--- config.mk ---
export PLATFORM = sky130hd
export DESIGN_NAME = fsm_cu_gen
export DESIGN_NICKNAME = d
export VERILOG_FILES = /design/src/rtl/fsm_cu_gen.sv
export SDC_FILE = /design/constraint.sdc
export NUM_CORES = 1
export LEC_CHECK = 0
export CAP_MARGIN = 20
export CORE_MARGIN = 4
export CORE_UTILIZATION = 42
export DETAILED_ROUTE_END_ITERATION = 8
export PLACE_DENSITY = 0.77
export SYNTH_ARGS = -nofsm -noshare
export SYNTH_HDL_FRONTEND = slang
export SYNTH_SLANG_ARGS = --single-unit
--- constraint.sdc ---
create_clock -name CLK -period 2.02 [get_ports CLK]
set_input_delay 0.505 -clock CLK [delete_from_list [all_inputs] [get_ports CLK]]
set_output_delay 0.505 -clock CLK [all_outputs]
set_load 0.01 [all_outputs]
--- src/rtl/fsm_cu_gen.sv ---
// rtl/fsm_cu_gen.sv - Moore control unit sequencing operand load, execute, writeback and display
module fsm_cu_gen #(
  parameter int                 AW         = 2,
  parameter int                 OPW        = 2,
  parameter logic [AW-1:0]      ADDR_A     = AW'(1),
  parameter logic [AW-1:0]      ADDR_B     = AW'(2),
  parameter logic [AW-1:0]      ADDR_R     = AW'(3),
  parameter logic [OPW-1:0]     DISP_C     = OPW'(2),
  parameter logic [2**OPW-1:0]  MULTI_MASK = '0,
  parameter int                 TMO        = 15
) (
  input  logic           CLK,
  input  logic           RST,
  input  logic           Go,
  input  logic [OPW-1:0] Op,
  input  logic           AluAck,
  output logic [1:0]     Sel1,
  output logic [AW-1:0]  WA,
  output logic           WE,
  output logic [AW-1:0]  RAA,
  output logic           REA,
  output logic [AW-1:0]  RAB,
  output logic           REB,
  output logic [OPW-1:0] C,
  output logic           Sel2,
  output logic           Done,
  output logic           Start,
  output logic           Busy,
  output logic           Err,
  output logic [3:0]     CS
);

  localparam int CW = $clog2(TMO + 1);
  localparam logic [CW-1:0] TMO_LAST = CW'(TMO - 1);

  typedef enum logic [3:0] {
    S_IDLE  = 4'd0,
    S_LOADA = 4'd1,
    S_LOADB = 4'd2,
    S_EXEC  = 4'd3,
    S_DISP  = 4'd4,
    S_WAIT  = 4'd5,
    S_STALL = 4'd6,
    S_WRBK  = 4'd7,
    S_ERR   = 4'd8
  } state_t;

  state_t         state_q, state_d;
  logic [OPW-1:0] op_q, op_d;
  logic [CW-1:0]  cnt_q, cnt_d;
  logic           multi;

  // The latched opcode alone decides whether the ALU needs the stall/handshake path
  assign multi = MULTI_MASK[op_q];

  // State, latched opcode and stall timeout counter registers
  always_ff @(posedge CLK or posedge RST) begin
    if (RST) begin
      state_q <= S_IDLE;
      op_q    <= '0;
      cnt_q   <= '0;
    end else begin
      state_q <= state_d;
      op_q    <= op_d;
      cnt_q   <= cnt_d;
    end
  end

  // Next-state logic; opcode is captured only when a sequence is accepted
  always_comb begin
    state_d = state_q;
    op_d    = op_q;
    cnt_d   = cnt_q;
    case (state_q)
      S_IDLE: begin
        if (Go) begin
          state_d = S_LOADA;
          op_d    = Op;
        end
      end
      S_LOADA: state_d = S_LOADB;
      S_LOADB: state_d = S_EXEC;
      S_EXEC: begin
        if (multi) begin
          state_d = S_STALL;
          cnt_d   = '0;
        end else begin
          state_d = S_DISP;
        end
      end
      S_STALL: begin
        cnt_d = cnt_q + 1'b1;
        // An acknowledge arriving on the last allowed cycle still completes normally
        if (AluAck) begin
          state_d = S_WRBK;
        end else if (cnt_q == TMO_LAST) begin
          state_d = S_ERR;
        end
      end
      S_WRBK:  state_d = S_DISP;
      S_DISP:  state_d = S_WAIT;
      S_WAIT:  state_d = Go ? S_WAIT : S_IDLE;
      S_ERR:   state_d = Go ? S_ERR : S_IDLE;
      default: state_d = S_IDLE;
    endcase
  end

  // Moore output decode from current state and latched opcode
  always_comb begin
    Sel1  = 2'b00;
    WA    = '0;
    WE    = 1'b0;
    RAA   = '0;
    REA   = 1'b0;
    RAB   = '0;
    REB   = 1'b0;
    C     = '0;
    Sel2  = 1'b0;
    Done  = 1'b0;
    Start = 1'b0;
    Busy  = 1'b0;
    Err   = 1'b0;
    CS    = state_q;
    case (state_q)
      S_LOADA: begin
        Sel1 = 2'b11;
        WA   = ADDR_A;
        WE   = 1'b1;
        Busy = 1'b1;
      end
      S_LOADB: begin
        Sel1 = 2'b10;
        WA   = ADDR_B;
        WE   = 1'b1;
        Busy = 1'b1;
      end
      S_EXEC, S_STALL, S_WRBK: begin
        WA    = ADDR_R;
        RAA   = ADDR_A;
        REA   = 1'b1;
        RAB   = ADDR_B;
        REB   = 1'b1;
        C     = op_q;
        Busy  = 1'b1;
        // Single-cycle results are written straight from EXEC; multi-cycle ones wait for WRBK
        WE    = (state_q == S_EXEC) ? ~multi : (state_q == S_WRBK);
        Start = (state_q == S_EXEC) && multi;
      end
      S_DISP: begin
        Sel1 = 2'b01;
        RAA  = ADDR_R;
        REA  = 1'b1;
        RAB  = ADDR_R;
        REB  = 1'b1;
        C    = DISP_C;
        Sel2 = 1'b1;
        Done = 1'b1;
        Busy = 1'b1;
      end
      S_ERR: begin
        Sel1 = 2'b01;
        Err  = 1'b1;
      end
      default: begin
        Sel1 = 2'b01;
        CS   = state_q;
      end
    endcase
  end

endmodule

==> Yosys cells after proc, flatten, opt, wreduce, memory -nomap -nowiden <==
Index checks and enable logic that the tools add are counted.
{ "totals": {"register_bits": 10, "latchBits": 0, "ramBits": 0, "mem_bits_ro": 0, "in_bits": 6, "out_inout_bits": 22, "wordCells": 51, "n_memories": 0} }
{ "classes": {"add_sub_neg": 1, "multipliers": 0, "n_div": 0, "order_cmp": 1, "n_eq_ne": 12, "n_shift": 0, "mux": 23, "n_bitwise": 1, "n_reduce_logical": 10} }
{ "op_table": {"columns": ["cell", "count"], "rows": [
  ["$pmux W4 S9", 1],
  ["$mux W4", 5],
  ["$eq A4 B3 Y1 const B", 4],
  ["$pmux W2 S2", 3],
  ["$pmux W2 S3", 2],
  ["$eq A4 B2 Y1 const B", 2],
  ["$eq A4 B4 Y1 const B", 2],
  ["$pmux W4 S2", 1],
  ["$mux W1", 7],
  ["$reduce_and A2 Y1", 3],
  ["$reduce_or A6 Y1", 1],
  ["$add A4 B1 Y4 const B", 1],
  ["$eq A4 B1 Y1 const B", 1],
  ["$logic_not A4 Y1", 1],
  ["$ne A2 B2 Y1 const B", 2],
  ["$reduce_or A4 Y1", 1],
  ["$lt A2 B3 Y1 const B", 1],
  ["$mux W3", 1],
  ["$ne A3 B3 Y1 const B", 1],
  ["$reduce_or A3 Y1", 1],
  ["$bmux W1 S2", 1],
  ["$mux W2", 1],
  ["$pmux W1 S2", 1],
  ["$reduce_bool A2 Y1", 1],
  ["other kinds (3)", 3]
]} }

==> Logic depth before layout (Yosys ltp) <==
Gate-level depths: netlist of the first run.
{ "depth": {"ltp_word": 5, "depth_mapped": 5, "mapped_depth_nobuf": 5} }

==> Least setup slack after synthesis of the first run <==
No wires, ideal clock.
{ "synth_timing": {"kind": "register to output", "startpoint": "register state_q[0], in the netlist CS[0]", "endpoint": "output port C[1]", "arrival_time_ns": 1.337, "t_required_ns": 1.515, "slack_ns": 0.178, "path_stages_with_launch": 4, "path_cell_list": "dfrtp_1 > buf_6 > nor4b_2 > o21a_1"} }
{ "synth_via": {"elab_chain_cells": 3, "elab_cells_between_ends": 6} }
{ "synth_lines": {"columns": ["item", "line_no", "text"], "rows": [
  ["start, declared", "48", "state_t state_q, state_d;"],
  ["start signal, assigned", "63", "state_q <= state_d;"],
  ["$eq A4 B2 Y1 or $eq A4 B3 Y1 (tied branches)", "124", "case (state_q)"],
  ["$reduce_or A3 Y1", "124", null],
  ["$pmux W2 S2 *", "124", null],
  ["end, declared", "24", "output logic [OPW-1:0] C,"]
]} }
Mark *: on every way between the ends. The rest lies on a longest branch, timed or not.

==> Worst setup path in the final report of the first run <==
{ "layout_timing": {"startpoint": "register state_q[0], in the netlist CS[0]", "endpoint": "output port REB"} }
{ "layout_via": {"elab_chain_cells": 3, "elab_cells_between_ends": 6} }
{ "layout_lines": {"columns": ["item", "line_no", "text"], "rows": [
  ["$eq A4 B2 Y1 or $eq A4 B3 Y1 (tied branches)", "124", null],
  ["$reduce_or A4 Y1 (no source line) *", null, null],
  ["$mux W1 *", "124", null],
  ["end, declared", "23", "output logic REB,"]
]} }
Marked as above.

==> results of run 1 <==
## final cells by class
class / count / area (sq um)
repair buffers: 41 / 334
inverters: 3 / 11.3
flip-flops and latches: 10 / 253
fillers: 140 / 498
multi-input cells: 48 / 389
well taps: 16 / 20.0
clock buffers: 4 / 36.3
## synthesized netlist by cell type
cell type	count	area share
a2111oi_2	1	0.021
a21oi_1	3	0.021
a21oi_2	1	0.012
a31oi_1	1	0.0089
and4b_1	1	0.014
and4bb_2	1	0.018
buf_2	1	0.0071
buf_4	7	0.075
buf_6	2	0.032
conb_1	1	0.0053
dfrtp_1	10	0.36
ha_1	2	0.036
inv_1	3	0.016
mux2_2	2	0.032
mux2i_1	1	0.014
nand2_1	4	0.021
nand2b_1	2	0.018
nand3_1	2	0.014
nand3b_1	2	0.021
nand4_1	1	0.0089
nand4b_1	1	0.012
nand4bb_1	1	0.016
nor2_1	4	0.021
nor2b_1	1	0.0089
nor3_2	2	0.028
nor4b_1	1	0.012
nor4b_2	1	0.021
o21a_1	2	0.021
o21ai_0	2	0.014
o21bai_1	2	0.021
or2_1	1	0.0089
or2b_1	1	0.011
xnor2_1	4	0.050
## critical path: cells and delay by family (launching register included)
| family | cells | cell delay [ns] |
|---|---|---|
| DFF | 1 | 0.46 |
| and+or+nand+nor | 1 | 0.27 |
| buffers and inverters | 1 | 0.29 |
| AOI/OAI and AO/OA | 1 | 0.18 |
## cell families after synthesis
logic type,synth area share
compound gates,0.121
xor+xnor,0.0498
fa+ha+maj,0.0356
buf+inv,0.130
flops,0.356
mux,0.0463
other cells,0.00533
simple gates,0.256
## flip-flops by register name, indices dropped and copies added (netlist names)
signal  count
CS          4
cnt_q       4
op_q        2
## power breakdown
group / switching (uW) / total [uW] / internal [uW]
Sequential: 93.4 / 388 / 295
Combinational: 546 / 1190 / 645
Clock: 68.1 / 177 / 109
Total: 708 / 1760 / 1050
## stage by stage
step	TNS, ns	cells	power (uW)	area, sq um
2_1_floorplan	0	71	1060	703
3_3_place_gp	-0.0119	114	1570	986
3_5_place_dp	-0.126	114	1610	986
4_1_cts	0	120	1720	1030
5_1_grt	-0.162	122	1910	1040
6_report	0	122	1760	1040
## repair_timing
item / CTS / global route
pin swaps: 3 / 4
gates resized for setup: 30 / 16
setup buffers: 2 / 2
endpoints found under the setup margin: 17 / 12
## metal layers
metal / GRT usage / part of all wire
met5: 0 / 0
met4: 0.135 / 0.043
met3: 0.0428 / 0.089
met2: 0.248 / 0.48
met1: 0.137 / 0.38
## how the worst max path moves through the flow
stage             end  slack [ns]
3_5_place_dp     C[1]       -0.08
3_3_place_gp     C[1]       -0.01
2_1_floorplan    C[1]        0.18
4_1_cts        RAA[1]       0.003
5_1_grt          C[1]       -0.06
6_report          REB        0.05
==> qor.yml, run 1 <==
yosys_register_bits: 10
number_of_h_tree_branching_levels: 1
synthesis.area_per_instance_sq_um: 9.90
row_count: 14
route.antenna.remaining_nets: 0
grt_pass1_vias: 608
post_cts_hold_buffer_count: 0
clk_root_buffer_cell: "clkbuf_4"
drc: 0
setup_ws_ns: 0.0508
io_buffer_count: 26
synthesis.yosys.warnings: 0
antennaDiodeCount: 0
layout.nets: 115
drt_first_iter_violations: 11
hold_path_startpoint: "cnt_q[3]$_DFFE_PP0P_"
fmax_mhz: 508
timing.reg2reg.worst_path_depth: 4
final_wirelength_um: 1620
design.die.area_sq_um: 2390
top_level_ports: 28
layout-drive-gt1-share: 0.358
unrepaired_setup_endpoints_after_global_routing: "yes"
crit_fanout: 6
reg2reg_to: "cnt_q[3]$_DFFE_PP0P_"
critical_path.reg2reg.startpoint: "CS[0]$_DFFE_PP0P_"
mappedNetlistArea_sq_um: 703
floorplan_core_area_sq_um: 1540
layout.cells.most_common_list: "buf_4 (14), clkdlybuf4s50_1 (9), dfrtp_1 (8)"
die_x_um: 48.9
routabilityCongestion: 0.760
vdd_ir_drop_max_mv: 0.843
min_to: "cnt_q[3]$_DFFE_PP0P_"
min_delay_path_depth: 1
min_period_ns: 1.97
layout.cells.most_common: "buf_4"
chipHeight_um: 48.9
crit_arrival_ns: 1.46
worstSetupPathType: "reg2out"
globalRouteTotalUtil: 0.146
clock_insertion_delay_worst_skew_ns: 0.26
synth.yosys.seq_area_share: 0.356
via_per_inst: 5.16
fin_util: 0.677
dp.final_hpwl_um: 1250
number_of_sinks_on_the_clock_net: 10
worst_path_cell_trace: "or2b_1, a21oi_1, dlygate4sd2_1"
yosysUniqueCellTypes: 33
hold_class: "reg2reg"
regToRegSetupSlack_ns: 0.67
synthesis.nets: 79
cp-startpoint: "CS[0]$_DFFE_PP0P_"
antenna_found_initial: 0
timing.clock.skew_ns: 0.00387
whs_ns: 0.473
setup.worst_path.start_class: "flip-flop"
drv_slew: 0
tritoncts.num_buffers: 3
cpMaxStageDelayCell: "dfrtp_2"
cts_tree: "built"
finalSetupViolCount: 0
postSynthCellCount: 71
timing_hold_violations_final: 0
period_share: 0.975
worstPathRequired_ns: 1.51
run_status: "finished clean"
pin_count_of_the_biggest_net_entering_global_routing: 14
wire_per_inst_um: 13.3
clk_pin_slew_ns: 0.07
areaGrowthSynthToFinish_pct: 48.4
cts_max_path_buffers: 2
power_per_cell_area_nw_per_um2: 1680
grt_first_pass_wirelength_um: 2700
cellLeakagePower_uw: 0.000495
drv.max_cap_violation_count: 0
grt_remaining_overflow: 0
initial_utilization: 0.456
timing.critical_path.to_type: "output port"
detail_route.first_pass.iterations: 5
detailedPlace.worstSlack_ns: -0.0820
vias_post_dr: 630
timing.critical_path.slowest_cell_delay_ns: 0.46
Note: power is estimated with default switching activity, not from simulation.
==> run 2: changes to the inputs <==
--- a/config.mk
+++ b/config.mk
@@ -7,8 +7,12 @@
 export LEC_CHECK = 0
 export CAP_MARGIN = 20
+export CELL_PAD_IN_SITES_DETAIL_PLACEMENT = 1
+export CELL_PAD_IN_SITES_GLOBAL_PLACEMENT = 2
+export CORE_ASPECT_RATIO = 0.75
 export CORE_MARGIN = 4
-export CORE_UTILIZATION = 42
+export CORE_UTILIZATION = 34
 export DETAILED_ROUTE_END_ITERATION = 8
-export PLACE_DENSITY = 0.77
+export DONT_BUFFER_PORTS = 1
+export PLACE_DENSITY = 0.72
 export SYNTH_ARGS = -nofsm -noshare
 export SYNTH_HDL_FRONTEND = slang
==> constraint.sdc (replaced) <==
create_clock -name CLK -period 2.02 [get_ports CLK]
set_input_delay 0.404 -clock CLK [delete_from_list [all_inputs] [get_ports CLK]]
set_output_delay 0.404 -clock CLK [all_outputs]
set_load 0.01 [all_outputs]
==> run 2 against run 1 <==
Against the previous run:
- cell area decreased by 29%
- power decreased by 26%
- flip-flop and latch count unchanged
- sequential share of layout area increased by 9.6 points
==> qor.yml, run 2 (synthesis results as in run 1) <==
floorplan_core_area_sq_um: 1840  # +19%
drv_slew: 0  # unchanged
timing.reg2reg.worst_path_depth: 4  # unchanged
io_buffer_count: 0  # -100%
design.die.area_sq_um: 2870  # +20%
grt_pass1_vias: 510  # -16%
globalRouteTotalUtil: 0.118  # -0.0276
min_period_ns: 1.85  # -0.120 ns
unrepaired_setup_endpoints_after_global_routing: "no"
clk_pin_slew_ns: 0.07  # about the same
vias_post_dr: 518  # -18%
tritoncts.num_buffers: 3  # unchanged
number_of_sinks_on_the_clock_net: 10  # unchanged
cts.repair.resized: 0  # -100%
detail_route.first_pass.iterations: 2  # -3
antenna_found_initial: 0  # unchanged
cts.repair_timing.setup_buffer_count: 0  # -2
tns_ns: 0  # unchanged
timing.clock.skew_ns: 0.00820  # +0.00433 ns
via_per_inst: 5.45  # +5.6%
post_layout_nonfiller_instances: 95  # -22%
routabilityCongestion: 0.758  # -0.17%
vdd_ir_drop_max_mv: 0.837  # -0.73%
drc: 0  # unchanged
cts_max_path_buffers: 2  # unchanged
grt_first_pass_wirelength_um: 2370  # -12%
areaGrowthSynthToFinish_pct: 5.34
detailedPlace.worstSlack_ns: 0.464  # +0.546 ns
chipHeight_um: 47.4  # -3.1%
crit_arrival_ns: 1.44  # -0.02 ns
regToRegSetupSlack_ns: 0.54  # -0.13 ns
run_status: "finished clean"
dp.cells: 92  # -19%
drt_first_iter_violations: 9  # -2
layout.cells.most_common: "dfrtp_1"
final_wirelength_um: 1550  # -4.7%
cts_tree: "built"
grt_remaining_overflow: 0  # unchanged
wire_per_inst_um: 16.3  # +22%
drv.max_cap_violation_count: 0  # unchanged
layout-drive-gt1-share: 0.274  # -0.0845
p_total_uw: 1290  # -26%
power_per_cell_area_nw_per_um2: 1740  # +3.6%
cellLeakagePower_uw: 0.000323  # -35%
timing.critical_path.to_type: "output port"
clock_insertion_delay_worst_skew_ns: 0.27  # about the same
crit_fanout: 10  # +4
antennaDiodeCount: 0  # unchanged
timing_hold_violations_final: 0  # unchanged
setup_ws_ns: 0.171  # +0.120 ns
row_count: 13  # -1
worstSetupPathType: "reg2out"
post_cts_hold_buffer_count: 0  # unchanged
period_share: 0.915  # -0.0596
number_of_h_tree_branching_levels: 1  # unchanged
layout.cells.most_common_list: "dfrtp_1 (10), buf_4 (9), nand2_1 (4), xnor2_1 (4), nor2_1 (4)"
finalSetupViolCount: 0  # unchanged
worstPathRequired_ns: 1.62  # +0.11 ns
clk_root_buffer_cell: "clkbuf_4"
layout.nets: 83  # -28%
top_level_ports: 28  # unchanged
initial_utilization: 0.383  # -0.0736
pin_count_of_the_biggest_net_entering_global_routing: 14  # unchanged
dp.final_hpwl_um: 1230  # -2.0%
hold_class: "in2async"
route.antenna.remaining_nets: 0  # unchanged
setup.worst_path.start_class: "flip-flop"
die_x_um: 60.5  # +24%
whs_ns: 0.00419  # -0.469 ns
fmax_mhz: 541  # +6.5%
## run 2: worst paths after layout
check | from | end
worst max-delay path | CS[0]$_DFFE_PP0P_ | Err
worst min-delay path | RST | CS[0]$_DFFE_PP0P_
worst max register to register | CS[1]$_DFFE_PP0P_ | cnt_q[3]$_DFFE_PP0P_
max in group asynchronous | RST | op_q[0]$_DFFE_PP0P_
min in group CLK | Op[0] | op_q[0]$_DFFE_PP0P_
worst min register to register | cnt_q[3]$_DFFE_PP0P_ | cnt_q[3]$_DFFE_PP0P_
## run 2: final cells by class
type                    instances  area (sq um)
fillers                       211          1100
multi-input cells              48           362
flip-flops and latches         10           250
repair buffers                  9          67.6
well taps                      22          27.5
clock buffers                   3          22.5
inverters                       3          11.3
## run 2: layer usage
| metal | GRT usage | vias up | wire length (um) |
|---|---|---|---|
| met5 | 0 | - | 0 |
| met4 | 0.0260 | 0 | 0 |
| met3 | 0.0714 | 0 | 185 |
| met2 | 0.177 | 22 | 644 |
| met1 | 0.148 | 250 | 718 |
| li1 | - | 246 | - |
## run 2: worst max-delay path: stages (launching register included)
cell	delay, ns
dfrtp_1	0.49
buf_4	0.22
nor4b_1	0.30
buf_4	0.17
## run 2: through the flow
stage,utilization,cell area (sq um)
after global placement,0.391,718
after floorplan,-,703
after CTS,0.403,741
after global routing,0.403,741
final,0.403,741
after detailed placement,0.391,718
## run 2: report_power, final
| part | switching, uW | total [uW] | internal [uW] |
|---|---|---|---|
| Sequential | 123 | 413 | 290 |
| Clock | 66.0 | 135 | 68.7 |
| Combinational | 417 | 744 | 327 |
| Total | 606 | 1290 | 686 |
==> run 3: changes to the inputs <==
- CORE_ASPECT_RATIO: 0.75 -> 1.1
- clock period: 2.02 -> 2 ns (I/O delays scaled with it)
==> run 3 against run 2 <==
Against the previous run:
- the run now ends with hold timing left
- via count rose by 0.77%
- sequential power up 3%
- critical path depth did not move
- final cell count increased by 7.4%
- power rose by 4.0%
- first-iteration DRC count fell by 33%
- global-route usage fell by 0.26 points
- clock-buffer cell count rose by 1
- clock skew decreased by 0.0066 ns
- critical path type unchanged
- critical endpoint is now C[1]
- highest routed layer is now met4
==> qor.yml, run 3 (synthesis results as in run 1) <==
run_status: "complete, but fails checks"
failing_checks: "hold timing"
row_count: 17  # +4
p_total_uw: 1340  # +4.0%
placement_cell_area_sq_um: 726  # +1.0%
clk_root_buffer_cell: "clkbuf_4"
grt_first_pass_wirelength_um: 2500  # +5.5%
clock_insertion_delay_worst_skew_ns: 0.26  # about the same
seq_power_share: 0.317  # -0.003
final_wirelength_um: 1460  # -5.8%
internal_power_uw: 735  # +7.1%
hold_class: "in2async"
grt_pass1_vias: 543  # +6.5%
layout-drive-gt1-share: 0.297  # +0.0233
stdcell_area_sq_um: 763  # +3.0%
routabilityCongestion: 0.682  # -10%
drv_slew: 0  # unchanged
worstSetupPathType: "reg2out"
vdd_ir_drop_max_mv: 0.635  # -24%
dp.final_hpwl_um: 1150  # -6.0%
crit_arrival_ns: 1.47  # +0.03 ns
finalSetupViolCount: 0  # unchanged
layout.cells.most_common_list: "dfrtp_1 (9), buf_4 (9), nand2_1 (4), xnor2_1 (4), nor2_1 (4)"
design.die.area_sq_um: 2860  # -0.24%
cellLeakagePower_uw: 0.000329  # +1.9%
power.share.combinational: 0.550  # -0.026
power.clock.fraction: 0.133  # +0.029
antennaDiodeCount: 0  # unchanged
initial_utilization: 0.355  # -0.0271
cpMaxStageDelayCell: "dfrtp_1"
areaGrowthSynthToFinish_pct: 8.54
route.antenna.remaining_nets: 0  # unchanged
clk_pin_slew_ns: 0.07  # about the same
whs_ns: -0.000784  # -0.00497 ns
timing.critical_path.to_type: "output port"
number_of_sinks_on_the_clock_net: 10  # unchanged
number_of_h_tree_branching_levels: 1  # unchanged
min_period_ns: 1.87
switching_share: 0.453  # -0.0157
cts.repair_timing.setup_buffer_count: 0  # unchanged
fmax_mhz: 534
layout.nets: 83  # unchanged
worstPathRequired_ns: 1.60  # -0.02 ns
power_per_cell_area_nw_per_um2: 1760  # +0.96%
setup_ws_ns: 0.128  # -0.0430 ns
critical_path.n_buffers_inverters: 0  # -2
period_share: 0.936
tns_ns: 0  # unchanged
power_switching_uw: 610  # +0.54%
grt_remaining_overflow: 0  # unchanged
drv.max_cap_violation_count: 0  # unchanged
antenna_found_initial: 0  # unchanged
crit_fanout: 9  # -1
wire_per_inst_um: 14.3  # -12%
globalRouteTotalUtil: 0.116  # -0.00263
timing_hold_violations_final: 3  # +3
drt_first_iter_violations: 6  # -3
critical-path-top-delay-family: "flip-flops"
chipHeight_um: 55.7  # +18%
via_per_inst: 5.12  # -6.1%
tritoncts.num_buffers: 3  # unchanged
timing.clock.skew_ns: 0.00162  # -0.00658 ns
cts_max_path_buffers: 2  # unchanged
die_x_um: 51.4  # -15%
detailedPlace.worstSlack_ns: 0.365  # -0.0988 ns
unrepaired_setup_endpoints_after_global_routing: "no"
setup.worst_path.start_class: "flip-flop"
io_buffer_count: 0  # unchanged
vias_post_dr: 522  # +0.77%
pin_count_of_the_biggest_net_entering_global_routing: 13  # -1
floorplan_core_area_sq_um: 1980  # +7.6%
timing.critical_path.slowest_cell_delay_ns: 0.51  # +0.02 ns
drc: 0  # unchanged
cts_tree: "built"
top_level_ports: 28  # unchanged
worst_path_cell_trace: "or2b_1, a21oi_2, o21a_1"
detail_route.first_pass.iterations: 2  # unchanged
run 3: final cells by class:
cell class              count  area, sq um
well taps                  28         35.0
flip-flops and latches     10          251
repair buffers              9         67.6
fillers                   229         1210
inverters                   3         11.3
multi-input cells          48          362
clock buffers               4         36.3
run 3: path summary, 6_finish.rpt:
check,cells after the start,to,slack (ns),start
min in group CLK,1,op_q[1]$_DFFE_PP0P_,0.29,Op[1]
max in group asynchronous,1,CS[2]$_DFFE_PP0P_,1.70,RST
worst min-delay path,1,cnt_q[2]$_DFFE_PP0P_,-0.0008,RST
worst min register to register,1,cnt_q[3]$_DFFE_PP0P_,0.47,cnt_q[3]$_DFFE_PP0P_
worst max register to register,4,cnt_q[3]$_DFFE_PP0P_,0.54,CS[3]$_DFFE_PP0P_
worst max-delay path,3,C[1],0.13,CS[0]$_DFFE_PP0P_
run 3: what timing repair did:
action	4_1_cts	5_1_grt
resized for setup	0	1
hold buffers	0	0
endpoints found under the setup margin	0	4
run 3: power groups by stage:
stage | sequential [uW] | combinational, uW | clock [uW]
floorplan | 389 | 681 | 0
detailed placement | 430 | 756 | 0
finish | 426 | 740 | 179
CTS | 426 | 761 | 190
global route | 446 | 836 | 198
global placement | 425 | 749 | 0
run 3: through the flow:
stage / cells / hold slack, ns / util
global route: 102 / 0.0212 / 0.386
CTS: 102 / 0.00743 / 0.385
floorplan: 71 / 0.240 / -
detailed placement: 98 / 0.301 / 0.367
finish: 102 / -0.000784 / 0.386
global placement: 98 / 0.291 / 0.367
run 3: per-layer routing:
metal | routed length, um | track usage
met4 | 10 | 0.0674
met5 | 0 | 0
met3 | 63 | 0.0241
met2 | 765 | 0.193
met1 | 618 | 0.133
